--- src/rtl/timber_rom_loader.sv ---
// Timber ROM loader: buffers hps_io ioctl bytes in a small FIFO and routes them by region
// to SDRAM port1/port2 (toggle handshakes) or the BG dl_* bus. Option: ROM_LOADER_CHECKSUM_EN.
module timber_rom_loader #(
  parameter int          FIFO_DEPTH = 4,
  parameter logic [24:0] SP_BASE    = 25'h11000,
  parameter logic [24:0] BG_BASE    = 25'h31000,
  parameter logic [24:0] ROM_END    = 25'h39000,
  parameter logic [15:0] RST_HOLD   = 16'hFFFF
) (
  input  logic        clk_sys,
  input  logic        reset_n,
  input  logic        ioctl_download,
  input  logic        ioctl_wr,
  input  logic [24:0] ioctl_addr,
  input  logic [7:0]  ioctl_dout,
  output logic        port1_req,
  input  logic        port1_ack,
  output logic [22:0] port1_a,
  output logic [1:0]  port1_ds,
  output logic [15:0] port1_d,
  output logic        port2_req,
  input  logic        port2_ack,
  output logic [17:0] port2_a,
  output logic [1:0]  port2_ds,
  output logic [15:0] port2_d,
  output logic [15:0] dl_addr,
  output logic        dl_wr,
  output logic [7:0]  dl_data,
  output logic        busy,
  output logic        overflow,
  output logic        rom_loaded,
`ifdef ROM_LOADER_CHECKSUM_EN
  output logic [15:0] checksum,
`endif
  output logic        core_reset
);

  localparam int PW = $clog2(FIFO_DEPTH);

  typedef enum logic [1:0] {S_IDLE, S_WAIT1, S_WAIT2, S_BG} state_t;

  state_t      state_reg;
  logic        wr_sync_reg, wr_prev_reg;
  logic        dnld_sync_reg, dnld_prev_reg;
  logic [24:0] addr_sync_reg;
  logic [7:0]  data_sync_reg;
  logic        loading_reg;
  logic [15:0] hold_cnt_reg;

  logic [32:0] fifo_mem [FIFO_DEPTH];
  logic [PW:0] wr_ptr_reg, rd_ptr_reg;

  logic        fifo_empty, fifo_full;
  logic        push_edge, push, pop, dnld_rise;
  logic [24:0] head_addr;
  logic [7:0]  head_data;
  logic [18:0] sp_off;
  logic [15:0] bg_off;

  assign fifo_empty = (wr_ptr_reg == rd_ptr_reg);
  assign fifo_full  = (wr_ptr_reg[PW] != rd_ptr_reg[PW]) &&
                      (wr_ptr_reg[PW-1:0] == rd_ptr_reg[PW-1:0]);
  assign push_edge  = wr_sync_reg && !wr_prev_reg && dnld_sync_reg;
  assign push       = push_edge && !fifo_full;
  assign pop        = (state_reg == S_IDLE) && !fifo_empty;
  assign dnld_rise  = dnld_sync_reg && !dnld_prev_reg;

  assign {head_addr, head_data} = fifo_mem[rd_ptr_reg[PW-1:0]];
  assign sp_off = 19'(head_addr - SP_BASE);
  assign bg_off = 16'(head_addr - BG_BASE);

  assign busy = !fifo_empty || (state_reg != S_IDLE);

  // Input stage: one register on every ioctl signal so address/data line up with the strobe edge.
  always_ff @(posedge clk_sys or negedge reset_n) begin
    if (!reset_n) begin
      wr_sync_reg   <= 1'b0;
      wr_prev_reg   <= 1'b0;
      dnld_sync_reg <= 1'b0;
      dnld_prev_reg <= 1'b0;
      addr_sync_reg <= '0;
      data_sync_reg <= '0;
    end else begin
      wr_sync_reg   <= ioctl_wr;
      wr_prev_reg   <= wr_sync_reg;
      dnld_sync_reg <= ioctl_download;
      dnld_prev_reg <= dnld_sync_reg;
      addr_sync_reg <= ioctl_addr;
      data_sync_reg <= ioctl_dout;
    end
  end

  always_ff @(posedge clk_sys) begin
    if (push)
      fifo_mem[wr_ptr_reg[PW-1:0]] <= {addr_sync_reg, data_sync_reg};
  end

  always_ff @(posedge clk_sys or negedge reset_n) begin
    if (!reset_n) begin
      wr_ptr_reg <= '0;
      rd_ptr_reg <= '0;
      overflow   <= 1'b0;
    end else begin
      if (push)
        wr_ptr_reg <= wr_ptr_reg + 1'b1;
      if (pop)
        rd_ptr_reg <= rd_ptr_reg + 1'b1;
      if (push_edge && fifo_full)
        overflow <= 1'b1;
    end
  end

  // Decode happens in the pop cycle so the request toggles three cycles after the strobe edge.
  always_ff @(posedge clk_sys or negedge reset_n) begin
    if (!reset_n) begin
      state_reg <= S_IDLE;
      port1_req <= 1'b0;
      port1_a   <= '0;
      port1_ds  <= '0;
      port1_d   <= '0;
      port2_req <= 1'b0;
      port2_a   <= '0;
      port2_ds  <= '0;
      port2_d   <= '0;
      dl_addr   <= '0;
      dl_wr     <= 1'b0;
      dl_data   <= '0;
    end else begin
      dl_wr <= 1'b0;
      case (state_reg)
        S_IDLE: begin
          if (pop) begin
            if (head_addr < SP_BASE) begin
              port1_a   <= head_addr[23:1];
              port1_ds  <= {head_addr[0], ~head_addr[0]};
              port1_d   <= {head_data, head_data};
              port1_req <= ~port1_req;
              state_reg <= S_WAIT1;
            end else if (head_addr < BG_BASE) begin
              port2_a   <= {sp_off[18:17], sp_off[14:0], sp_off[16]};
              port2_ds  <= {sp_off[15], ~sp_off[15]};
              port2_d   <= {head_data, head_data};
              port2_req <= ~port2_req;
              state_reg <= S_WAIT2;
            end else if (head_addr < ROM_END) begin
              dl_addr   <= bg_off;
              dl_data   <= head_data;
              dl_wr     <= 1'b1;
              state_reg <= S_BG;
            end
          end
        end
        S_WAIT1: if (port1_ack == port1_req) state_reg <= S_IDLE;
        S_WAIT2: if (port2_ack == port2_req) state_reg <= S_IDLE;
        S_BG:    state_reg <= S_IDLE;
        default: state_reg <= S_IDLE;
      endcase
    end
  end

  // Load tracking and core reset stretch; core_reset drops exactly RST_HOLD cycles after rom_loaded.
  always_ff @(posedge clk_sys or negedge reset_n) begin
    if (!reset_n) begin
      loading_reg  <= 1'b0;
      rom_loaded   <= 1'b0;
      core_reset   <= 1'b1;
      hold_cnt_reg <= RST_HOLD;
    end else begin
      if (dnld_rise) begin
        loading_reg <= 1'b1;
        rom_loaded  <= 1'b0;
      end else if (loading_reg && !dnld_sync_reg && !push_edge && fifo_empty &&
                   (state_reg == S_IDLE)) begin
        loading_reg <= 1'b0;
        rom_loaded  <= 1'b1;
      end

      if (!rom_loaded || dnld_sync_reg) begin
        hold_cnt_reg <= RST_HOLD;
        core_reset   <= 1'b1;
      end else if (hold_cnt_reg != 16'd0) begin
        hold_cnt_reg <= hold_cnt_reg - 16'd1;
        core_reset   <= (hold_cnt_reg != 16'd1);
      end else begin
        core_reset <= 1'b0;
      end
    end
  end

`ifdef ROM_LOADER_CHECKSUM_EN
  always_ff @(posedge clk_sys or negedge reset_n) begin
    if (!reset_n) begin
      checksum <= '0;
    end else if (dnld_rise) begin
      checksum <= push ? {8'd0, data_sync_reg} : 16'd0;
    end else if (push) begin
      checksum <= checksum + {8'd0, data_sync_reg};
    end
  end
`endif

endmodule

--- config.mk ---
export PLATFORM = sky130hd
export DESIGN_NAME = timber_rom_loader
export DESIGN_NICKNAME = d
export VERILOG_FILES = /design/src/rtl/timber_rom_loader.sv
export SDC_FILE = /design/constraint.sdc
export NUM_CORES = 1
export LEC_CHECK = 0
export ABC_AREA = 0
export BUFFER_PORTS_ARGS = -buffer_cell sky130_fd_sc_hd__clkbuf_2
export CORE_ASPECT_RATIO = 1.75
export CORE_MARGIN = 4
export CORE_UTILIZATION = 51
export DETAILED_ROUTE_END_ITERATION = 10
export PLACE_DENSITY = 0.74
export SLEW_MARGIN = 20
export SYNTH_ARGS = -nofsm -noshare
export SYNTH_HDL_FRONTEND = slang
export SYNTH_SLANG_ARGS = --single-unit
--- constraint.sdc ---
create_clock -name clk_sys -period 2.42 [get_ports clk_sys]
set_input_delay 0.121 -clock clk_sys [delete_from_list [all_inputs] [get_ports clk_sys]]
set_output_delay 0.121 -clock clk_sys [all_outputs]
set_load 0.03 [all_outputs]
Word-level counts from Yosys, hierarchy flattened
Memories as Yosys holds them, arrays and structs flattened.
Index checks and enable logic that the tools add are counted.
Storage, ports and cells
  register bits: 169
  memory bits (writable): 132
  input bits: 39
  output and inout port bits: 108
  word-level logic and storage cells: 104
  memories kept: 1
Memory list
  fifo_mem: depth 4, bits a word 33, rd ports 1, clocked after Yosys merged registers in 0, write ports 1, line 50  | logic [32:0] fifo_mem [FIFO_DEPTH];
Operators by class
  $add $sub $neg: 5
  order comparisons: 3
  equal/unequal tests: 13
  mux-type cells: 22
  bitwise logic cells: 6
  reductions and logical operators: 29
Operators by type and width (count)
  $lt A25 B18 Y1 const B: 2
  $mux W16: 2
  $lt A25 B17 Y1 const B: 1
  $sub A19 B17 Y19 const B: 1
  $ne A16 B1 Y1 const B: 1
  $reduce_bool A16 Y1: 1
  $sub A16 B1 Y16 const B: 1
  $sub A16 B13 Y16 const B: 1
  $mux W1: 13
  $mux W2: 6
  $logic_and A1 B1 Y1: 11
  $pmux W2 S4: 1
  $reduce_and A4 Y1: 2
  $logic_not A1 Y1: 7
  $add A3 B1 Y3 const B: 2
  $ne A2 B2 Y1 const B: 3
  $not A1 Y1: 6
  $reduce_bool A2 Y1: 3
  $reduce_and A5 Y1: 1
  $eq A2 B2 Y1 const B: 2
  $ne A4 B4 Y1 const B: 1
  $eq A3 B3 Y1: 1
  $reduce_and A3 Y1: 1
  $eq A1 B1 Y1: 2
  other kinds (5): 6

Logic depth before layout (Yosys ltp)
Gate-level depths: netlist (run 1).
  depth in word-level cells: 9
  mapped depth: 9
  mapped depth without buffers: 7

Least setup slack after synthesis (run 1)
No wires, ideal clock.
  path kind: register to register
  start point: reg rd_ptr_reg[0]
  end point: reg dl_addr[10]
  library setup time: 125 ps
  arrival: 2472 ps
  data required time: 2295 ps
  path slack: -177 ps
  cell stages (with the launch flop): 8
  path buffers: 2
  period minus slack after synthesis: 2597 ps
  path through: dfrtp_1 -> buf_4 -> mux4_2 -> nor3_2 -> xor2_1 -> nor4_4 -> buf_6 -> mux2_2
On the way
  word-level cells in the longest chain between the ends: 4
Ends and longest elaborated chain
  start: declaration: line 51  | logic [PW:0] wr_ptr_reg, rd_ptr_reg;
  start signal: assignment: line 107  | rd_ptr_reg <= rd_ptr_reg + 1'b1;
  $mem_v2 Z4 W33 or $eq A3 B3 Y1 (tied branches)
  $lt A25 B18 Y1 (tied with other cells): line 139  | end else if (head_addr < BG_BASE) begin
  $not A1 Y1 (no line) or $logic_and A1 B1 Y1 (tied branches)
  $reduce_and A5 Y1 (no line)
  end signal: assignment: line 146  | dl_addr <= bg_off;
  end: declaration: line 26  | output logic [15:0] dl_addr,
Several ways; a longest one is shown, not always the timed one.
A chain may end at the register's enable or synchronous reset.

Final worst setup path (run 1)
  start point: reg rd_ptr_reg[0]
  end point: reg port2_a[0]
On the way
  word-level cells in the longest chain between the ends: 4
Ends and longest elaborated chain
  $mem_v2 Z4 W33 or $eq A3 B3 Y1 (tied branches)
  $lt A25 B17 Y1 or $logic_not A1 Y1 (tied branches): line 133, 65
  $not A1 Y1 (no line) or $logic_and A1 B1 Y1 (tied branches)
  $reduce_and A4 Y1 (no line)
  end signal: assignment: line 140  | port2_a <= {sp_off[18:17], sp_off[14:0], sp_off[16]};
  end: declaration: line 23  | output logic [17:0] port2_a,
Several ways; a longest one is shown, not always the timed one.

==> out/qor.yml, run 1 <==
worst_hold_path:
  hold_path_class: "in2reg"
logic_synthesis:
  async_reset_ff_frac: 0.5368
  postSynthAreaPerCell_um2: 17.85
  synth_seq_cells: 285
  synth_ff_type: "dfrtp_1"
  syn_area_mm2: 0.01073
  seq_area_frac_synth: 0.7285
  yosys_warnings: 0
  syn-num-nets: 649
  ys_types: 49
  synth_cells: 601
  synth-edff-count: 132
worst_setup_path:
  slowest_stage: "mux4_2"
  crit_type: "reg2reg"
  max_stage_delay_ps: 580
  required_ps: 2820
  cp-start-kind: "flip-flop"
  crit_top_cell: "buf_4"
  crit_chain: "mux4_2 -> buf_4 -> buf_4 -> inv_2 -> ha_1 -> or3b_4 -> buf_4 -> xor2_1 -> mux2_2"
  cp_top_family: "multiplexers"
  cp-end-kind: "flip-flop"
  arrival_ps: 3090
  crit_buf_inv: 4
  critPathMaxFanout: 6
routing:
  drc: 0
  wl_um: 23330
  vias_per_cell: 5.381
  antenna_left: 0
  first_pass_iters: 4
  dr_total_vias: 5994
  wl_per_cell_um: 20.94
  dr.first_iter.drc_count: 359
place:
  dp_slack_ps: -234.7
  port_buffers: 146
  routabilityCongestion: 0.8216
  placed_area_mm2: 0.01199
  dpl.hpwl_um: 15200
die:
  initial_utilization: 0.5145
  fp.dieH_um: 199.8
  die_area_mm2: 0.02351
  rows: 70
  core_mm2: 0.02085
  die_x_um: 117.6
  io_pins: 147
final_layout:
  largest_reg_flops: 132
  fin_area_mm2: 0.01373
  syn2layout_area_growth_pct: 28.03
  drive_above_1_share: 0.4652
  diodes: 0
  nets: 892
global_route:
  track_usage: 0.1904
  grt_pass1_vias: 6479
  grt_max_degree: 67
  overflow: 0
  grt_pass1_wl_um: 35200
  antenna_found_initial: 0
sta:
  whs_ps: 32.86
  period_needed_ps: 2695
  clock.fmax_mhz: 371.0
  finalSetupViolCount: 86
  worstMarginPinSlew_ps: 625.8
  setup_slack_ps: -275.1
  slew_viol_final: 0
  rsz0062_at_grt: "true"
  max_slew_margin: 0.5828
  fin_skew_ps: 12.73
  period_share: 1.114
  hold_violations: 0
power:
  power_w: 0.01411
  powerDensity_mw_per_mm2: 1028
  max-vdd-ir-drop_uv: 833.7
  p_leak_nw: 5.821
clocking:
  cts-buffers-inserted: 25
  cts_tree: "built"
  cts_root_buffer: "clkbuf_16"
  ctsHtreeMaxLevel: 1
  cts_sinks: 285
  clockBufferDepth: 3
  clock_latency_ps: 510
  clk_pin_slew_ps: 70
run:
  drv_cap: 0
outcome:
  status: "finished with violations"
  violations: "setup timing"
## cells by family after synthesis
logic type,share of synthesized area
flops,0.7285
buf+inv,0.02753
compound gates,0.02030
xor+xnor,0.02286
simple gates,0.05016
fa+ha+maj,0.01050
mux,0.1401
## cell type report
cell class | count | area, um^2
Multi-Input combinational cell | 269 | 2967
Inverter | 12 | 45.04
Clock inverter | 14 | 88.84
Tap cell | 252 | 315.3
Fill cell | 1446 | 7113
Timing Repair Buffer | 251 | 1832
Sequential cell | 285 | 7816
Clock buffer | 31 | 668.1
## cells in the final DEF (no fill, tap or decap), drive strengths merged, types with 3 or more instances in the layout
cell and count:
o211ai 4, mux2i 5, ha 9, clkbuf 179
mux4 27, xor2 22, nand3 4, or4b 3
mux2 75, edfxtp 132, o41ai 3, nor3 16
dlygate4sd3 37, nand3b 3, nand2 22, dfrtp 136
and2 4, o21ai 10, a21oi 4, nor4 4
clkinv 10, inv 14, nand4 4, xnor2 6
nor2b 10, buf 66, dfstp 17, nor2 14
## report_power, final
part / total [W] / internal, W / switching (W)
clock: 0.00369 / 0.00198 / 0.00170
combinational: 0.00438 / 0.00193 / 0.00245
sequential: 0.00605 / 0.00563 / 0.000417
## per-layer routing
layer,global-route usage,part of all wire,routed length [um],vias up
met5,0,0,0,-
met4,0.07087,0.028,655,0
met3,0.02425,0.036,848,36
met2,0.3666,0.57,13320,158
met1,0.2165,0.36,8506,3109
li1,-,-,-,2691
## Yosys cell counts (6+ instances only)
| cell | number | area, um^2 |
|---|---|---|
| mux2_2 | 47 | 529.3 |
| dfrtp_1 | 136 | 3403 |
| xor2_1 | 22 | 192.7 |
| mux2_1 | 28 | 315.3 |
| nand2_1 | 22 | 82.58 |
| nor2_1 | 14 | 52.55 |
| dfstp_2 | 17 | 446.7 |
| xnor2_1 | 6 | 52.55 |
| buf_6 | 6 | 67.56 |
| mux4_2 | 27 | 608.1 |
| ha_1 | 9 | 112.6 |
| buf_4 | 19 | 142.6 |
| nor3_1 | 15 | 75.07 |
| edfxtp_1 | 132 | 3964 |
| nor2b_1 | 10 | 62.56 |
| clkbuf_1 | 7 | 26.28 |
| o21ai_0 | 10 | 50.05 |
| inv_1 | 12 | 45.04 |
## worst min-delay path, delay by kind of cell
| family | cells | cell delay [ps] |
|---|---|---|
| AOI/OAI and AO/OA | 1 | 70 |
| xor gates and xnor gates | 1 | 110 |
| buffers and inverters | 1 | 90 |
| and+or+nand+nor | 1 | 110 |
## path summary, 6_finish.rpt
check	from	cells past startpoint	slack [ps]	to
max in group asynchronous	reset_n	3	1510	data_sync_reg[6]
hold reg to reg	wr_sync_reg	0	390	wr_prev_reg
hold / removal	port2_ack	4	30	state_reg[1]
setup / recovery	rd_ptr_reg[0]	9	-280	port2_a[0]
setup reg to reg	rd_ptr_reg[0]	9	-280	port2_a[0]
min in group asynchronous	reset_n	2	170	data_sync_reg[4]
## through the flow
stage	instances	util	TNS [ps]
6_report	1114	0.6588	-14970
5_1_grt	1114	0.6588	-24570
4_1_cts	1111	0.6468	-10430
3_5_place_dp	1014	0.5754	-14190
3_3_place_gp	1014	0.5754	-11040
2_1_floorplan	601	-	-6995
## repair_timing
item,in CTS,in global routing
buffers inserted,13,1
hold buffers,37,0
resized for setup,45,44
endpoints found under the setup margin,82,87
pin swaps,4,0
gates cloned,2,3
endpoints found under the hold margin,98,0
No activity file was read; power rests on OpenSTA's default activity.
==> run 2: changes to the inputs <==
Settings changed: CORE_ASPECT_RATIO 1.75 to not set.
==> out/qor.yml, run 2 (synthesis results as in run 1) <==
outcome:
  status: "finished with violations"  # unchanged
  violations: "setup timing"  # unchanged
place:
  routabilityCongestion: 0.8271  # was 0.8216
  dpl.hpwl_um: 13730  # was 15200 um
  placed_area_mm2: 0.01195  # was 0.01199 mm^2
  port_buffers: 146  # unchanged
sta:
  period_needed_ps: 2632  # was 2695 ps
  setup_slack_ps: -212.0  # was -275.1 ps
  hold_violations: 0  # unchanged
  max_slew_margin: 0.5475  # was 0.5828
  finalSetupViolCount: 75  # was 86
  slew_viol_final: 0  # unchanged
  period_share: 1.088  # was 1.114
  rsz0062_at_grt: "true"  # unchanged
  fin_skew_ps: 8.669  # was 12.73 ps
  clock.fmax_mhz: 379.9  # was 371.0 MHz
  worstMarginPinSlew_ps: 678.8  # was 625.8 ps
clocking:
  cts_root_buffer: "clkbuf_16"  # unchanged
  clock_latency_ps: 530  # was 510 ps
  clk_pin_slew_ps: 60  # was 70 ps
  clockBufferDepth: 3  # unchanged
  cts_sinks: 285  # unchanged
  cts-buffers-inserted: 28  # was 25
  ctsHtreeMaxLevel: 1  # unchanged
  cts_tree: "built"  # unchanged
die:
  die_x_um: 153.0  # was 117.6 um
  rows: 52  # was 70
  core_mm2: 0.02043  # was 0.02085 mm^2
  die_area_mm2: 0.02341  # was 0.02351 mm^2
  io_pins: 147  # unchanged
  initial_utilization: 0.5250  # was 0.5145
  fp.dieH_um: 153.0  # was 199.8 um
global_route:
  track_usage: 0.1782  # was 0.1904
  grt_max_degree: 70  # was 67
  grt_pass1_wl_um: 33750  # was 35200 um
  grt_pass1_vias: 6263  # was 6479
  antenna_found_initial: 1  # was 0
  overflow: 0  # unchanged
power:
  powerDensity_mw_per_mm2: 1039  # was 1028 mW/mm^2
  power_w: 0.01416  # was 0.01411 W
  max-vdd-ir-drop_uv: 737.5  # was 833.7 uV
  p_leak_nw: 5.777  # was 5.821 nW
final_layout:
  largest_reg_flops: 132  # unchanged
  nFillCells: 1382  # was 1446
  regArea_mm2: 0.007816  # unchanged
  drive_above_1_share: 0.4438  # was 0.4652
  syn2layout_area_growth_pct: 27.01  # was 28.03%
  fin_area_mm2: 0.01362  # was 0.01373 mm^2
  layout_commonest_cell: "clkbuf_2"  # unchanged
  final_cell_mix: "clkbuf_2 (145), dfrtp_1 (134), edfxtp_1 (132)"  # unchanged
  nets: 880  # was 892
  multi_input_area_mm2: 0.002785  # was 0.002967 mm^2
worst_setup_path:
  critPathMaxFanout: 5  # was 6
  crit_type: "reg2reg"  # unchanged
  r2r_setup_slack_ps: -210  # was -280 ps
  arrival_ps: 3040  # was 3090 ps
  cp-start-kind: "flip-flop"  # unchanged
  cp-end-kind: "flip-flop"  # unchanged
  reg2reg_to: "port1_a[7]"  # was port2_a[0]
  required_ps: 2830  # was 2820 ps
  r2r_start: "rd_ptr_reg[0]"  # unchanged
  crit_start: "rd_ptr_reg[0]"  # unchanged
  r2r_cells: 8  # was 9
routing:
  vias_per_cell: 5.340  # was 5.381
  drc: 0  # unchanged
  antenna_left: 0  # unchanged
  dr.first_iter.drc_count: 337  # was 359
  wl_um: 21890  # was 23330 um
  dr_total_vias: 6008  # was 5994
  wl_per_cell_um: 19.46  # was 20.94 um
  first_pass_iters: 5  # was 4
run:
  drv_cap: 0  # unchanged
worst_hold_path:
  hold_path_class: "in2async"  # was in2reg
-- run 2: worst max-delay path: stages (launching register included) --
cell	delay (ps)
dfrtp_2	430
mux4_2	580
o41ai_4	410
and2b_1	200
nor3b_4	220
buf_6	140
buf_6	110
buf_8	120
mux2_4	310
-- run 2: metal layers --
metal  vias up  share of wire  global-route usage
met5         -              0                   0
met4         0          0.028             0.05134
met3        50          0.045             0.03251
met2       164           0.53              0.3134
met1      3113           0.40              0.2290
li1       2681              -                   -
-- run 2: how the worst max path moves through the flow --
| stage | slack (ps) | endpoint | depth (start not counted) |
|---|---|---|---|
| global placement | -130 | dl_addr[3] | 7 |
| global route | -330 | port1_a[7] | 8 |
| CTS | -170 | port1_a[8] | 7 |
| floorplan | -170 | port1_a[14] | 7 |
| detailed placement | -190 | port1_d[14] | 6 |
| finish | -210 | port1_a[7] | 8 |
-- run 2: layout make-up --
type / instances / share of cell area
clock inverter: 10 / 0.005879
antenna: 1 / 0.0001837
sequential: 285 / 0.5738
multi-input combinational: 269 / 0.2045
timing repair buffer: 236 / 0.1256
tap: 270 / 0.02480
clock buffer: 42 / 0.06200
inverter: 12 / 0.003307
-- run 2: report_power, final --
group	internal [W]	total, W	switching, W
logic	0.00166	0.00391	0.00225
clock network	0.00251	0.00424	0.00173
registers	0.00563	0.00600	0.000373
total	0.00981	0.0142	0.00435
-- run 2: repair_timing --
action                                 4_1_cts  5_1_grt
endpoints found under the hold margin      103        0
buffers inserted                             3        8
gates resized for setup                     29       15
pin swaps                                    1        2
cloned                                       1        4
hold buffers                                38        0
setup endpoints to repair                   77       84
-- run 2: metrics by stage --
stage | hold WS [ps] | worst slack (ps) | setup TNS, ps | utilization | cells
floorplan | -174.6 | -171.5 | -6995 | - | 601
global placement | 177.7 | -125.1 | -8079 | 0.5849 | 1018
detailed placement | 185.1 | -193.0 | -11560 | 0.5849 | 1018
CTS | 197.7 | -165.6 | -8793 | 0.6564 | 1112
global route | 225.2 | -326.4 | -19890 | 0.6668 | 1125
finish | 202.3 | -212.0 | -11070 | 0.6668 | 1125
